## config.mk

```make
export PLATFORM = sky130hd
export DESIGN_NAME = uart_tx_buf_flat
export DESIGN_NICKNAME = d
export VERILOG_FILES = /design/src/rtl/uart_pkg.sv /design/src/rtl/uart_tx_buf_if.sv /design/src/rtl/uart_sync_fifo.sv /design/src/rtl/uart_tx_buf.sv /design/src/flat_wrapper.sv
export SDC_FILE = /design/constraint.sdc
export NUM_CORES = 1
export LEC_CHECK = 0
export CAP_MARGIN = 20
export CELL_PAD_IN_SITES_DETAIL_PLACEMENT = 1
export CELL_PAD_IN_SITES_GLOBAL_PLACEMENT = 1
export CORE_ASPECT_RATIO = 0.9
export CORE_MARGIN = 2
export CORE_UTILIZATION = 52
export DETAILED_ROUTE_END_ITERATION = 16
export GPL_ROUTABILITY_DRIVEN = 0
export HOLD_SLACK_MARGIN = 0.08
export PLACE_DENSITY_LB_ADDON = 0.1
export SLEW_MARGIN = 20
export SYNTH_ARGS = -nofsm -noshare
export SYNTH_HDL_FRONTEND = slang
export SYNTH_SLANG_ARGS = --single-unit
```

## constraint.sdc

```tcl
create_clock -name clk -period 3.1 [get_ports clk]
set_input_delay 0.62 -clock clk [delete_from_list [all_inputs] [get_ports clk]]
set_output_delay 0.62 -clock clk [all_outputs]
set_load 0.005 [all_outputs]
```

## src/rtl/uart_pkg.sv

```systemverilog
// Shared UART definitions: transmitter FSM encoding, baud divider helper, data width.
// Latency: n/a (types and constants only).
// Backpressure: n/a.
package uart_pkg;

   // Data bits per frame (8N1 / 8E1).
   localparam int DATA_BITS = 8;

   // Transmitter FSM states. PARITY is only reachable when the parity
   // option is compiled into uart_tx_buf.
   typedef enum logic [2:0] {
      ST_IDLE   = 3'd0,
      ST_START  = 3'd1,
      ST_DATA   = 3'd2,
      ST_PARITY = 3'd3,
      ST_STOP   = 3'd4
   } tx_state_e;

   // Clock cycles per line bit (integer division, truncating).
   function automatic int bps_cnt(input int clk_freq, input int uart_bps);
      return clk_freq / uart_bps;
   endfunction

endpackage

```

## src/rtl/uart_tx_buf_if.sv

```systemverilog
// Byte stream into the buffered UART transmitter (valid/ready handshake).
// Latency: n/a (wires only).
// Backpressure: tx_ready low means the byte is not taken on that edge.
//
// Signals:
//   tx_data  - byte to send
//   tx_valid - tx_data is valid
//   tx_ready - transmitter can accept a byte this cycle
interface uart_tx_buf_if;
   logic [7:0] tx_data;
   logic       tx_valid;
   logic       tx_ready;

   // Producer side.
   modport master (
      output tx_data,
      output tx_valid,
      input  tx_ready
   );

   // Transmitter side.
   modport slave (
      input  tx_data,
      input  tx_valid,
      output tx_ready
   );
endinterface

```

## src/rtl/uart_sync_fifo.sv

```systemverilog
// Single-clock show-ahead FIFO with level count and synchronous reset.
// Latency: a write is visible on rd_data/empty the cycle after its edge.
// Backpressure: writes while full are dropped, even when a read happens on the same edge.
//
// Ports:
//   clk, rst          - clock, synchronous active-high reset (empties the FIFO)
//   wr_en, wr_data    - write strobe and data
//   rd_en, rd_data    - read strobe; rd_data shows the head entry
//   full, empty, level- occupancy status
module uart_sync_fifo #(
   parameter int WIDTH = 8,
   parameter int DEPTH = 16
) (
   input  logic                   clk,
   input  logic                   rst,
   input  logic                   wr_en,
   input  logic [WIDTH-1:0]       wr_data,
   input  logic                   rd_en,
   output logic [WIDTH-1:0]       rd_data,
   output logic                   full,
   output logic                   empty,
   output logic [$clog2(DEPTH):0] level
);

   localparam int          AW      = $clog2(DEPTH);
   localparam logic [AW:0] DEPTH_L = (AW+1)'(DEPTH);

   logic [WIDTH-1:0] mem_q [DEPTH];
   logic [AW-1:0]    wr_ptr_q, wr_ptr_d;
   logic [AW-1:0]    rd_ptr_q, rd_ptr_d;
   logic [AW:0]      level_q, level_d;
   logic             wr_ok, rd_ok;

   always_comb begin
      wr_ok    = wr_en && (level_q != DEPTH_L);
      rd_ok    = rd_en && (level_q != '0);
      wr_ptr_d = wr_ptr_q;
      rd_ptr_d = rd_ptr_q;
      level_d  = level_q;
      // DEPTH is a power of two, so the pointers wrap on natural overflow.
      if (wr_ok) wr_ptr_d = wr_ptr_q + AW'(1);
      if (rd_ok) rd_ptr_d = rd_ptr_q + AW'(1);
      case ({wr_ok, rd_ok})
         2'b10:   level_d = level_q + (AW+1)'(1);
         2'b01:   level_d = level_q - (AW+1)'(1);
         default: level_d = level_q;
      endcase
   end

   always_ff @(posedge clk) begin
      if (rst) begin
         wr_ptr_q <= '0;
         rd_ptr_q <= '0;
         level_q  <= '0;
      end else begin
         wr_ptr_q <= wr_ptr_d;
         rd_ptr_q <= rd_ptr_d;
         level_q  <= level_d;
      end
   end

   // Storage needs no reset: occupancy is tracked by the pointers.
   always_ff @(posedge clk) begin
      if (wr_ok) mem_q[wr_ptr_q] <= wr_data;
   end

   assign rd_data = mem_q[rd_ptr_q];
   assign full    = (level_q == DEPTH_L);
   assign empty   = (level_q == '0);
   assign level   = level_q;

endmodule

```

## src/rtl/uart_tx_buf.sv

```systemverilog
// Buffered UART transmitter: queues bytes in a FIFO and sends them as 8N1 (or 8E1) frames.
// Latency: byte written at edge N into an idle, empty buffer is popped at N+1; uart_txd falls at N+2.
// Backpressure: tx_ready = !full (and low during reset); back-to-back frames have no idle gap.
//
// Ports:
//   clk, rst   - clock, synchronous active-high reset (aborts frame, drops queued bytes)
//   tx_if      - byte stream in (tx_data / tx_valid / tx_ready)
//   uart_txd   - registered serial line, idle high
//   tx_busy    - frame in progress or bytes queued
//   fifo_level - bytes currently queued
// Build option: define UART_TX_PARITY_EN to add an even parity bit after the data bits.
module uart_tx_buf
   import uart_pkg::*;
#(
   parameter int CLK_FREQ   = 50_000_000,
   parameter int UART_BPS   = 115200,
   parameter int FIFO_DEPTH = 16
) (
   input  logic                        clk,
   input  logic                        rst,
   uart_tx_buf_if.slave                tx_if,
   output logic                        uart_txd,
   output logic                        tx_busy,
   output logic [$clog2(FIFO_DEPTH):0] fifo_level
);

   localparam int BPS = bps_cnt(CLK_FREQ, UART_BPS);
   localparam int CW  = (BPS > 1) ? $clog2(BPS) : 1;

   tx_state_e  state_q, state_d;
   logic [CW-1:0] cnt_q, cnt_d;
   logic [2:0] idx_q, idx_d;
   logic [7:0] shift_q, shift_d;
   logic       txd_q, txd_d;
`ifdef UART_TX_PARITY_EN
   logic       parity_q, parity_d;
`endif

   logic       fifo_full, fifo_empty, fifo_rd, push;
   logic [7:0] fifo_rd_data;
   logic       bit_done;
   logic [CW-1:0] cnt_next;

   // Reset also blocks writes so nothing lands in a FIFO that is being cleared.
   assign tx_if.tx_ready = !fifo_full && !rst;
   assign push           = tx_if.tx_valid && tx_if.tx_ready;

   uart_sync_fifo #(
      .WIDTH (8),
      .DEPTH (FIFO_DEPTH)
   ) u_fifo (
      .clk     (clk),
      .rst     (rst),
      .wr_en   (push),
      .wr_data (tx_if.tx_data),
      .rd_en   (fifo_rd),
      .rd_data (fifo_rd_data),
      .full    (fifo_full),
      .empty   (fifo_empty),
      .level   (fifo_level)
   );

   assign bit_done = (cnt_q == CW'(BPS - 1));
   assign cnt_next = bit_done ? '0 : cnt_q + CW'(1);

   // txd_d is decoded from the current state, so the line trails the FSM by
   // one cycle uniformly; bit lengths and zero-gap chaining are preserved.
   always_comb begin
      state_d = state_q;
      cnt_d   = cnt_next;
      idx_d   = idx_q;
      shift_d = shift_q;
      txd_d   = 1'b1;
      fifo_rd = 1'b0;
`ifdef UART_TX_PARITY_EN
      parity_d = parity_q;
`endif
      case (state_q)
         ST_IDLE: begin
            cnt_d = '0;
            if (!fifo_empty) begin
               fifo_rd = 1'b1;
               state_d = ST_START;
            end
         end
         ST_START: begin
            txd_d = 1'b0;
            if (bit_done) begin
               idx_d   = '0;
               state_d = ST_DATA;
            end
         end
         ST_DATA: begin
            txd_d = shift_q[0];
            if (bit_done) begin
               shift_d = shift_q >> 1;
               if (idx_q == 3'(DATA_BITS - 1)) begin
`ifdef UART_TX_PARITY_EN
                  state_d = ST_PARITY;
`else
                  state_d = ST_STOP;
`endif
               end else begin
                  idx_d = idx_q + 3'd1;
               end
            end
         end
`ifdef UART_TX_PARITY_EN
         ST_PARITY: begin
            txd_d = parity_q;
            if (bit_done) state_d = ST_STOP;
         end
`endif
         ST_STOP: begin
            txd_d = 1'b1;
            if (bit_done) begin
               // Chain straight into the next frame when data is waiting.
               if (!fifo_empty) begin
                  fifo_rd = 1'b1;
                  state_d = ST_START;
               end else begin
                  state_d = ST_IDLE;
               end
            end
         end
         default: begin
            state_d = ST_IDLE;
            cnt_d   = '0;
         end
      endcase

      if (fifo_rd) begin
         shift_d = fifo_rd_data;
`ifdef UART_TX_PARITY_EN
         parity_d = ^fifo_rd_data;
`endif
      end
   end

   always_ff @(posedge clk) begin
      if (rst) begin
         state_q <= ST_IDLE;
         cnt_q   <= '0;
         idx_q   <= '0;
         shift_q <= '0;
         txd_q   <= 1'b1;
`ifdef UART_TX_PARITY_EN
         parity_q <= 1'b0;
`endif
      end else begin
         state_q <= state_d;
         cnt_q   <= cnt_d;
         idx_q   <= idx_d;
         shift_q <= shift_d;
         txd_q   <= txd_d;
`ifdef UART_TX_PARITY_EN
         parity_q <= parity_d;
`endif
      end
   end

   assign uart_txd = txd_q;
   assign tx_busy  = (state_q != ST_IDLE) || !fifo_empty;

endmodule

```

## src/flat_wrapper.sv

```systemverilog
// flat-port wrapper written by rule: the top's interface ports become plain ports
module uart_tx_buf_flat import uart_pkg::*;
#(
   parameter int CLK_FREQ   = 50_000_000,
   parameter int UART_BPS   = 115200,
   parameter int FIFO_DEPTH = 16
)
  (clk, rst, uart_txd, tx_busy, fifo_level, tx_if_tx_data, tx_if_tx_valid, tx_if_tx_ready);
  uart_tx_buf_if tx_if_i ();
  input  logic clk;
  input  logic rst;
  output logic uart_txd;
  output logic tx_busy;
  output logic [$clog2(FIFO_DEPTH):0] fifo_level;
  input wire logic [$bits(tx_if_i.tx_data)-1:0] tx_if_tx_data;
  input wire logic [$bits(tx_if_i.tx_valid)-1:0] tx_if_tx_valid;
  output wire logic [$bits(tx_if_i.tx_ready)-1:0] tx_if_tx_ready;
  assign tx_if_i.tx_data = tx_if_tx_data;
  assign tx_if_i.tx_valid = tx_if_tx_valid;
  assign tx_if_tx_ready = tx_if_i.tx_ready;
  uart_tx_buf #(.CLK_FREQ(CLK_FREQ), .UART_BPS(UART_BPS), .FIFO_DEPTH(FIFO_DEPTH)) u_core (.clk(clk), .rst(rst), .tx_if(tx_if_i), .uart_txd(uart_txd), .tx_busy(tx_busy), .fifo_level(fifo_level));
endmodule
```

==> impl_metrics.tcl, run 1 <==
set metrics [dict create \
    ys_top_cells_by_area "edfxtp_1 (55%), mux4_2 (13%), dfxtp_1 (12%)" \
    r2r_cells 11 \
    crit_arrival_ps 3190 \
    syn_nets 462 \
    h-tree-depth 4 \
    hold_path_depth 1 \
    intPower_mw 4.60 \
    antenna_found_initial 0 \
    dpl.hpwl_mm 9.67 \
    synth.avg_cell_area_um2 15.8 \
    slew_viol_final 0 \
    power_leakage_nw 2.59 \
    dieWidth_um 126 \
    setup_viol 0 \
    slew_headroom_pct 55.9 \
    wl_per_cell_um 23.1 \
    fp-row-count 40 \
    nNetsFinal 500 \
    p_sw_share_pct 29.8 \
    vias 3862 \
    setup_tns_ps 0 \
    clock-sinks 169 \
    utilization_pct 60.9 \
    worstSetupStartpointType "flip-flop" \
    antennaDiodeCount 0 \
    ys_warn_count 0 \
    ys.flop_type "edfxtp_1" \
    grt_remaining_overflow 0 \
    die_h_um 114 \
    ant_nets 0 \
    ios 19 \
    hold_viol 0 \
    synth_area_um2 6930 \
    drv_cap 0 \
    grt_max_degree 37 \
    final_common_cell "edfxtp_1" \
    synth-seq-cells 169 \
    cts_made_buffers 17 \
    drtPass1Iterations 4 \
    drc_errors 0 \
    place_inst 627 \
    period_share_pct 91.3 \
    root_buffer "clkbuf_16" \
    die_area_um2 14300 \
    drtIter0Drc 339 \
    seqCellArea_um2 4670 \
    ys_types 50 \
    drive_gt1_share_pct 21.8 \
    first_global_vias 4127 \
    fmax_ghz 0.353 \
    cts_tree "done" \
    wirelength_mm 15.2 \
    syn_inst 440 \
    endpoint_kind "flip-flop" \
    p_comb_share_pct 27.1 \
    fin_crit_ps 2830 \
    fin_skew_ps 10.5 \
    p_total_mw 6.56 \
    synth-seq-area-share_pct 67.3 \
    core-area_um2 13200 \
    hp-class "reg -> reg" \
    clk_path_buf_depth 2 \
    final_cell_mix "edfxtp_1 (128), nor2_1 (50), dfxtp_1 (40)" \
    drt-vias-per-instance 5.86 \
    io_buffers 18 \
    rsz0062_at_grt "no" \
    grt_pass1_wl_mm 24.0 \
    clk_latency_ps 430 \
    path_max_fanout 6 \
    irDropWorstVdd_v 0.000534 \
    synthArstFlopShare_pct 0 \
    yosysTopAreaCell "edfxtp_1" \
    required_ps 3460 \
    stdcell_count 659 \
    outcome "complete, no violations" \
    postCtsSetupRepairBufs 0 \
    power_frac_seq_pct 41.3 \
    area_delta_synth_final_pct 15.6 \
    fill_cells 1212 \
    grt_usage_pct 23.2 \
    tightest_slew_ps 659 \
    worstSetupPathType "reg -> reg" \
    path_clk_slew_ps 70 \
    r2r_slack_ps 270 \
    multi_input_area_um2 2130 \
    synth_top_area_share_pct 55.4 \
    power.share.clock_pct 31.6 \
    start_util_pct 52.7 \
    synth_edf_count 128 \
    power.switching_mw 1.96 \
    powerDensity_nw_per_um2 818 \
]
-- routing by layer --
metal,global-route usage [%],up-vias,wire [um]
li1,-,1766,-
met5,0,-,0
met3,6.47,19,837
met2,36.9,95,7400
met1,31.5,1982,6730
met4,7.19,0,233
-- synthesized netlist by cell type, drive strengths merged (3+ instances only) --
| cell | n |
|---|---|
| edfxtp | 128 |
| nor2 | 51 |
| dfxtp | 41 |
| mux4 | 39 |
| nand2 | 19 |
| clkbuf | 15 |
| inv | 12 |
| ha | 11 |
| nor3 | 11 |
| o21ai | 11 |
| a211oi | 10 |
| buf | 10 |
| mux2i | 10 |
| xnor2 | 10 |
| a21oi | 7 |
| xor2 | 7 |
| nand3 | 5 |
| nand4 | 5 |
| a22oi | 3 |
| and3 | 3 |
| nand2b | 3 |
| nor2b | 3 |
-- logic make-up after synthesis --
group / share of synthesized area, %
DFF: 67.3
AOI/OAI and AO/OA: 5.07
muxes: 14.1
adders and majority gates: 1.99
xor gates and xnor gates: 2.15
buffers and inverters: 2.20
and+or+nand+nor: 7.20
-- sequential cells by signal, summed over array words and instances (netlist names), named ones only --
signal / flops
u_core.u_fifo.mem_q: 128
u_core.u_fifo.wr_ptr_q: 4
u_core.shift_q: 8
u_core.idx_q: 3
u_core.u_fifo.rd_ptr_q: 4
u_core.state_q: 3
u_core.cnt_q: 9
u_core.u_fifo.level: 5
u_core.uart_txd: 1
-- power by group through the flow --
stage | registers, mW | logic, mW | clock network, mW
floorplan | 2.71 | 1.26 | 0
global placement | 2.75 | 1.71 | 0
detailed placement | 2.75 | 1.76 | 0
CTS | 2.71 | 1.78 | 2.12
global route | 2.73 | 1.96 | 2.20
finish | 2.71 | 1.78 | 2.08
-- worst max-delay path, stage by stage, from the launching register on --
cell and delay (ps):
dfxtp_1 350, or4b_4 600, o21ai_4 230, nand2_1 100
inv_1 140, ha_2 260, xor2_1 170, ha_1 220
a41oi_1 70, xnor2_1 160, or3_1 310, a21oi_1 140
-- path summary, 6_finish.rpt --
path,from,endpoint
max,u_core.cnt_q[3]$_SDFF_PP0_,u_core.u_fifo.level[2]$_SDFFE_PP0P_
min,u_core.cnt_q[0]$_SDFF_PP0_,u_core.cnt_q[0]$_SDFF_PP0_
max reg2reg,u_core.cnt_q[3]$_SDFF_PP0_,u_core.u_fifo.level[2]$_SDFFE_PP0P_
min reg2reg,u_core.cnt_q[0]$_SDFF_PP0_,u_core.cnt_q[0]$_SDFF_PP0_
-- metrics by stage --
step | instance area, um^2 | hold WS [ps] | worst slack (ps)
2_1_floorplan | 6930 | 445 | 536
3_3_place_gp | 7420 | 465 | 147
3_5_place_dp | 7420 | 490 | 68.9
4_1_cts | 8000 | 514 | 177
5_1_grt | 8010 | 534 | 50.1
6_report | 8010 | 504 | 270
-- layout make-up --
class | instances | area share [%]
Sequential cell | 169 | 58.2
Clock inverter | 15 | 1.91
Timing Repair Buffer | 44 | 4.84
Clock buffer | 17 | 5.31
Inverter | 12 | 0.562
Tap cell | 168 | 2.62
Multi-Input combinational cell | 234 | 26.5
-- what timing repair did --
item	4_1_cts	5_1_grt
setup endpoints to repair	0	2
gates resized for setup	0	2
hold buffers	0	0
Power figures use the tool's default switching activity.
==> inputs of run 2 (changes only) <==
==> constraint.sdc (replaced) <==
create_clock -name clk -period 3.1 [get_ports clk]
set_input_delay 0.775 -clock clk [delete_from_list [all_inputs] [get_ports clk]]
set_output_delay 0.775 -clock clk [all_outputs]
set_load 0.005 [all_outputs]
==> run 2 against run 1 <==
Clock power is essentially flat. First-iteration DRC count decreased by 14%. Setup slack got worse by 51 ps. Power up 1.2%. Cell count rose by 0.46%. Hold slack lost 11 ps. Cell area up 0.39%.
==> impl_metrics.tcl, run 2 (synthesis gave the netlist of run 1 again) <==
set metrics [dict create \
    outcome "complete, no violations" \
    root_buffer "clkbuf_16" \
    slew_viol_final 0 \
    h-tree-depth 4 \
    die_area_um2 14300 \
    largestRegisters "u_core.u_fifo.mem_q (128), u_core.cnt_q (9), u_core.shift_q (8)" \
    grt_pass1_wl_mm 24.9 \
    hp-class "reg -> reg" \
    tightest_slew_ps 698 \
    hold_viol 0 \
    drt-vias-per-instance 5.88 \
    power_leakage_nw 2.62 \
    setup_viol 0 \
    wirelength_mm 15.9 \
    antenna_found_initial 0 \
    period_share_pct 92.9 \
    slew_headroom_pct 53.3 \
    postCtsSetupRepairBufs 0 \
    dp_worst_setup_slack_ps -54.3 \
    crit_start "u_core.cnt_q[3]$_SDFF_PP0_" \
    die_h_um 114 \
    layout_setup_ws_ps 219 \
    grt_max_degree 36 \
    cts_tree "done" \
    grt_remaining_overflow 0 \
    worstSetupEndpoint "u_core.u_fifo.level[3]$_SDFFE_PP0P_" \
    r2r_start "u_core.cnt_q[3]$_SDFF_PP0_" \
    path_max_fanout 6 \
    dieWidth_um 126 \
    vias 3892 \
    nNetsFinal 503 \
    drc_errors 0 \
    intPower_mw 4.57 \
    fp-row-count 40 \
    cts_made_buffers 17 \
    clk_latency_ps 430 \
    clk_path_buf_depth 2 \
    r2r_cells 11 \
    p_comb_share_pct 27.1 \
    post_dp_cell_area_um2 7450 \
    worstSetupStartpointType "flip-flop" \
    endpoint_kind "flip-flop" \
    crit_arrival_ps 3210 \
    start_util_pct 52.7 \
    r2r_slack_ps 220 \
    utilization_pct 61.1 \
    design_area_um2 8040 \
    power_frac_seq_pct 41.3 \
    ios 19 \
    wl_per_cell_um 23.9 \
    drtIter0Drc 293 \
    core-area_um2 13200 \
    power.share.clock_pct 31.6 \
    powerDensity_nw_per_um2 825 \
    grt_usage_pct 24.0 \
    fmax_ghz 0.347 \
    p_sw_share_pct 31.1 \
    clock-sinks 169 \
    drtPass1Iterations 4 \
    antennaDiodeCount 0 \
    final_common_cell "edfxtp_1" \
    io_buffers 18 \
    ant_nets 0 \
    final_cell_mix "edfxtp_1 (128), nor2_1 (50), dfxtp_1 (40)" \
    p_total_mw 6.63 \
    first_global_vias 4119 \
    largest-register "u_core.u_fifo.mem_q" \
    worstSetupPathType "reg -> reg" \
    drive_gt1_share_pct 22.7 \
    required_ps 3430 \
    path_clk_slew_ps 70 \
    area_delta_synth_final_pct 16.0 \
    largest_register_ffs 128 \
    irDropWorstVdd_v 0.000511 \
    r2r-end "u_core.u_fifo.level[3]$_SDFFE_PP0P_" \
    fin_crit_ps 2880 \
    dpl.hpwl_mm 9.81 \
    fin_skew_ps 16.8 \
    power.switching_mw 2.06 \
    drv_cap 0 \
]
==> run 2: how the worst min path moves through the flow <==
stage | from | depth (start not counted) | end | slack (ps)
floorplan | u_core.cnt_q[0]$_SDFF_PP0_ | 1 | u_core.cnt_q[0]$_SDFF_PP0_ | 450
global placement | u_core.cnt_q[0]$_SDFF_PP0_ | 1 | u_core.cnt_q[0]$_SDFF_PP0_ | 470
detailed placement | u_core.cnt_q[0]$_SDFF_PP0_ | 1 | u_core.cnt_q[0]$_SDFF_PP0_ | 490
CTS | u_core.cnt_q[0]$_SDFF_PP0_ | 1 | u_core.cnt_q[0]$_SDFF_PP0_ | 500
global route | u_core.cnt_q[0]$_SDFF_PP0_ | 1 | u_core.cnt_q[0]$_SDFF_PP0_ | 540
finish | u_core.cnt_q[0]$_SDFF_PP0_ | 1 | u_core.cnt_q[0]$_SDFF_PP0_ | 490
==> run 2: timing repair <==
action,CTS,global route
gates resized for setup,0,2
setup endpoints to repair,0,3
hold buffers,0,0
==> run 2: per-layer routing <==
| layer | GRT usage, % | wire [um] |
|---|---|---|
| met5 | 0 | 0 |
| met1 | 33.6 | 7080 |
| met2 | 38.0 | 7810 |
| met4 | 7.26 | 140 |
| met3 | 5.58 | 817 |
==> run 2: final cells by class <==
cell class / instances / area (um^2)
fillers: 1204 / 5120
flip-flops and latches: 169 / 4670
multi-input cells: 234 / 2130
clock buffers: 17 / 425
repair buffers: 47 / 410
well taps: 168 / 210
clock inverters: 15 / 156
inverters: 12 / 45.0
==> run 2: critical path, stage by stage, from the launching register on <==
cell       delay (ps)
dfxtp_1           350
or4b_4            600
o21ai_4           240
nand2_1           100
inv_1             160
ha_1              260
buf_4             150
inv_1             100
a21bo_2           210
a41oi_1           260
a2111oi_2          90
a211o_1           280
==> run 2: power by group through the flow <==
stage | registers, mW | logic [mW] | clock network [mW]
floorplan | 2.71 | 1.26 | 0
global placement | 2.77 | 1.71 | 0
detailed placement | 2.78 | 1.78 | 0
CTS | 2.74 | 1.80 | 2.15
global route | 2.76 | 1.99 | 2.23
finish | 2.74 | 1.80 | 2.10
==> run 2: stage by stage <==
stage	TNS, ps	hold slack (ps)	std cells
after floorplan	0	445	440
after global placement	0	466	630
after detailed placement	-63.0	487	630
after CTS	0	503	662
after global routing	-0.984	543	662
final	0	493	662
==> inputs of run 3 (changes only) <==
--- a/config.mk
+++ b/config.mk
@@ -15,6 +15,8 @@
 export GPL_ROUTABILITY_DRIVEN = 0
 export HOLD_SLACK_MARGIN = 0.08
 export PLACE_DENSITY_LB_ADDON = 0.1
+export RECOVER_POWER = 25
+export SKIP_CTS_REPAIR_TIMING = 1
 export SLEW_MARGIN = 20
 export SYNTH_ARGS = -nofsm -noshare
 export SYNTH_HDL_FRONTEND = slang
==> run 3 against run 2 <==
Sequential cell count unchanged. Highest routed layer unchanged. Die area stayed put. Setup slack is the same.
==> impl_metrics.tcl, run 3 (synthesis gave the netlist of run 1 again) <==
set metrics [dict create \
    outcome "complete, no violations" \
    r2r-end "u_core.u_fifo.level[3]$_SDFFE_PP0P_" \
    fin_crit_ps 2880 \
    root_buffer "clkbuf_16" \
    fmax_ghz 0.347 \
    die_h_um 114 \
    dpl.hpwl_mm 9.81 \
    drc_errors 0 \
    powerDensity_nw_per_um2 825 \
    place_inst 630 \
    r2r_start "u_core.cnt_q[3]$_SDFF_PP0_" \
    slew_headroom_pct 53.3 \
    worstSetupStartpointType "flip-flop" \
    grt_remaining_overflow 0 \
    dieWidth_um 126 \
    irDropWorstVdd_v 0.000511 \
    period_share_pct 92.9 \
    h-tree-depth 4 \
    largestRegisters "u_core.u_fifo.mem_q (128), u_core.cnt_q (9), u_core.shift_q (8)" \
    largest-register "u_core.u_fifo.mem_q" \
    post_dp_cell_area_um2 7450 \
    grt_max_degree 36 \
    hold_path_depth 1 \
    ant_nets 0 \
    clock-sinks 169 \
    endpoint_kind "flip-flop" \
    area_delta_synth_final_pct 16.0 \
    final_cell_mix "edfxtp_1 (128), nor2_1 (50), dfxtp_1 (40)" \
    drt-vias-per-instance 5.88 \
    drive_gt1_share_pct 22.7 \
    hold_slack_ps 493 \
    drtIter0Drc 293 \
    worstSetupPathType "reg -> reg" \
    hp-class "reg -> reg" \
    start_util_pct 52.7 \
    design_area_um2 8040 \
    grt_usage_pct 24.0 \
    slew_viol_final 0 \
    path_max_fanout 6 \
    fp-row-count 40 \
    cts_tree "done" \
    setup_tns_ps 0 \
    ios 19 \
    first_global_vias 4119 \
    wirelength_mm 15.9 \
    stdcell_count 662 \
    io_buffers 18 \
    clk_path_buf_depth 2 \
    core-area_um2 13200 \
    crit_arrival_ps 3210 \
    die_area_um2 14300 \
    hold_path.startpoint "u_core.cnt_q[0]$_SDFF_PP0_" \
    hold_viol 0 \
    antenna_found_initial 0 \
    r2r_slack_ps 220 \
    vias 3892 \
    r2r_cells 11 \
    fin_skew_ps 16.8 \
    required_ps 3430 \
    whs_endpoint "u_core.cnt_q[0]$_SDFF_PP0_" \
    antennaDiodeCount 0 \
    drtPass1Iterations 4 \
    setup_viol 0 \
    nNetsFinal 503 \
    power_leakage_nw 2.63 \
    drv_cap 0 \
    cts_made_buffers 17 \
    path_clk_slew_ps 70 \
    tightest_slew_ps 698 \
    largest_register_ffs 128 \
    final_common_cell "edfxtp_1" \
    clk_latency_ps 430 \
    wl_per_cell_um 23.9 \
    p_total_mw 6.63 \
    fill_cells 1204 \
    grt_pass1_wl_mm 24.9 \
]
-- run 3: per-stage QoR --
stage / setup WS [ps] / utilization, %
3_3_place_gp: 83.4 / 56.6
6_report: 219 / 61.1
2_1_floorplan: 381 / -
4_1_cts: 183 / 61.0
3_5_place_dp: -54.3 / 56.6
5_1_grt: -0.984 / 61.1
-- run 3: worst max-delay path by stage --
| stage | end | start | slack (ps) |
|---|---|---|---|
| 2_1_floorplan | u_core.u_fifo.level[2]$_SDFFE_PP0P_ | rst | 380 |
| 3_3_place_gp | u_core.u_fifo.level[4]$_SDFFE_PP0P_ | rst | 80 |
| 3_5_place_dp | u_core.u_fifo.level[2]$_SDFFE_PP0P_ | rst | -50 |
| 4_1_cts | u_core.u_fifo.level[3]$_SDFFE_PP0P_ | u_core.cnt_q[3]$_SDFF_PP0_ | 180 |
| 5_1_grt | u_core.u_fifo.level[2]$_SDFFE_PP0P_ | u_core.cnt_q[2]$_SDFF_PP0_ | -1 |
| 6_report | u_core.u_fifo.level[3]$_SDFFE_PP0P_ | u_core.cnt_q[3]$_SDFF_PP0_ | 220 |
-- run 3: cell type report --
| class | instances | area (um^2) | share of cell area, % |
|---|---|---|---|
| well taps | 168 | 210 | 2.61 |
| clock inverters | 15 | 156 | 1.94 |
| repair buffers | 47 | 410 | 5.10 |
| flip-flops and latches | 169 | 4670 | 58.0 |
| multi-input cells | 234 | 2130 | 26.5 |
| clock buffers | 17 | 425 | 5.29 |
| inverters | 12 | 45.0 | 0.560 |
-- run 3: metal layers --
layer | wire, um | share of wire, % | global-route usage (%) | vias to the layer above
met5 | 0 | 0 | 0 | -
met4 | 140 | 0.88 | 7.26 | 0
met3 | 817 | 5.2 | 5.58 | 11
met2 | 7810 | 49 | 38.0 | 80
met1 | 7080 | 45 | 33.6 | 2020
li1 | - | - | - | 1781
-- run 3: power by group --
part	total, mW	switching [mW]	internal (mW)
clock	2.10	0.956	1.14
combinational	1.80	0.955	0.843
sequential	2.74	0.153	2.58
total	6.63	2.06	4.57
-- run 3: worst max-delay path, cell delays in order (launching register included) --
cell and delay, ps:
dfxtp_1 350, or4b_4 600, o21ai_4 240, nand2_1 100, inv_1 160, ha_1 260, buf_4 150, inv_1 100
a21bo_2 210, a41oi_1 260, a2111oi_2 90, a211o_1 280
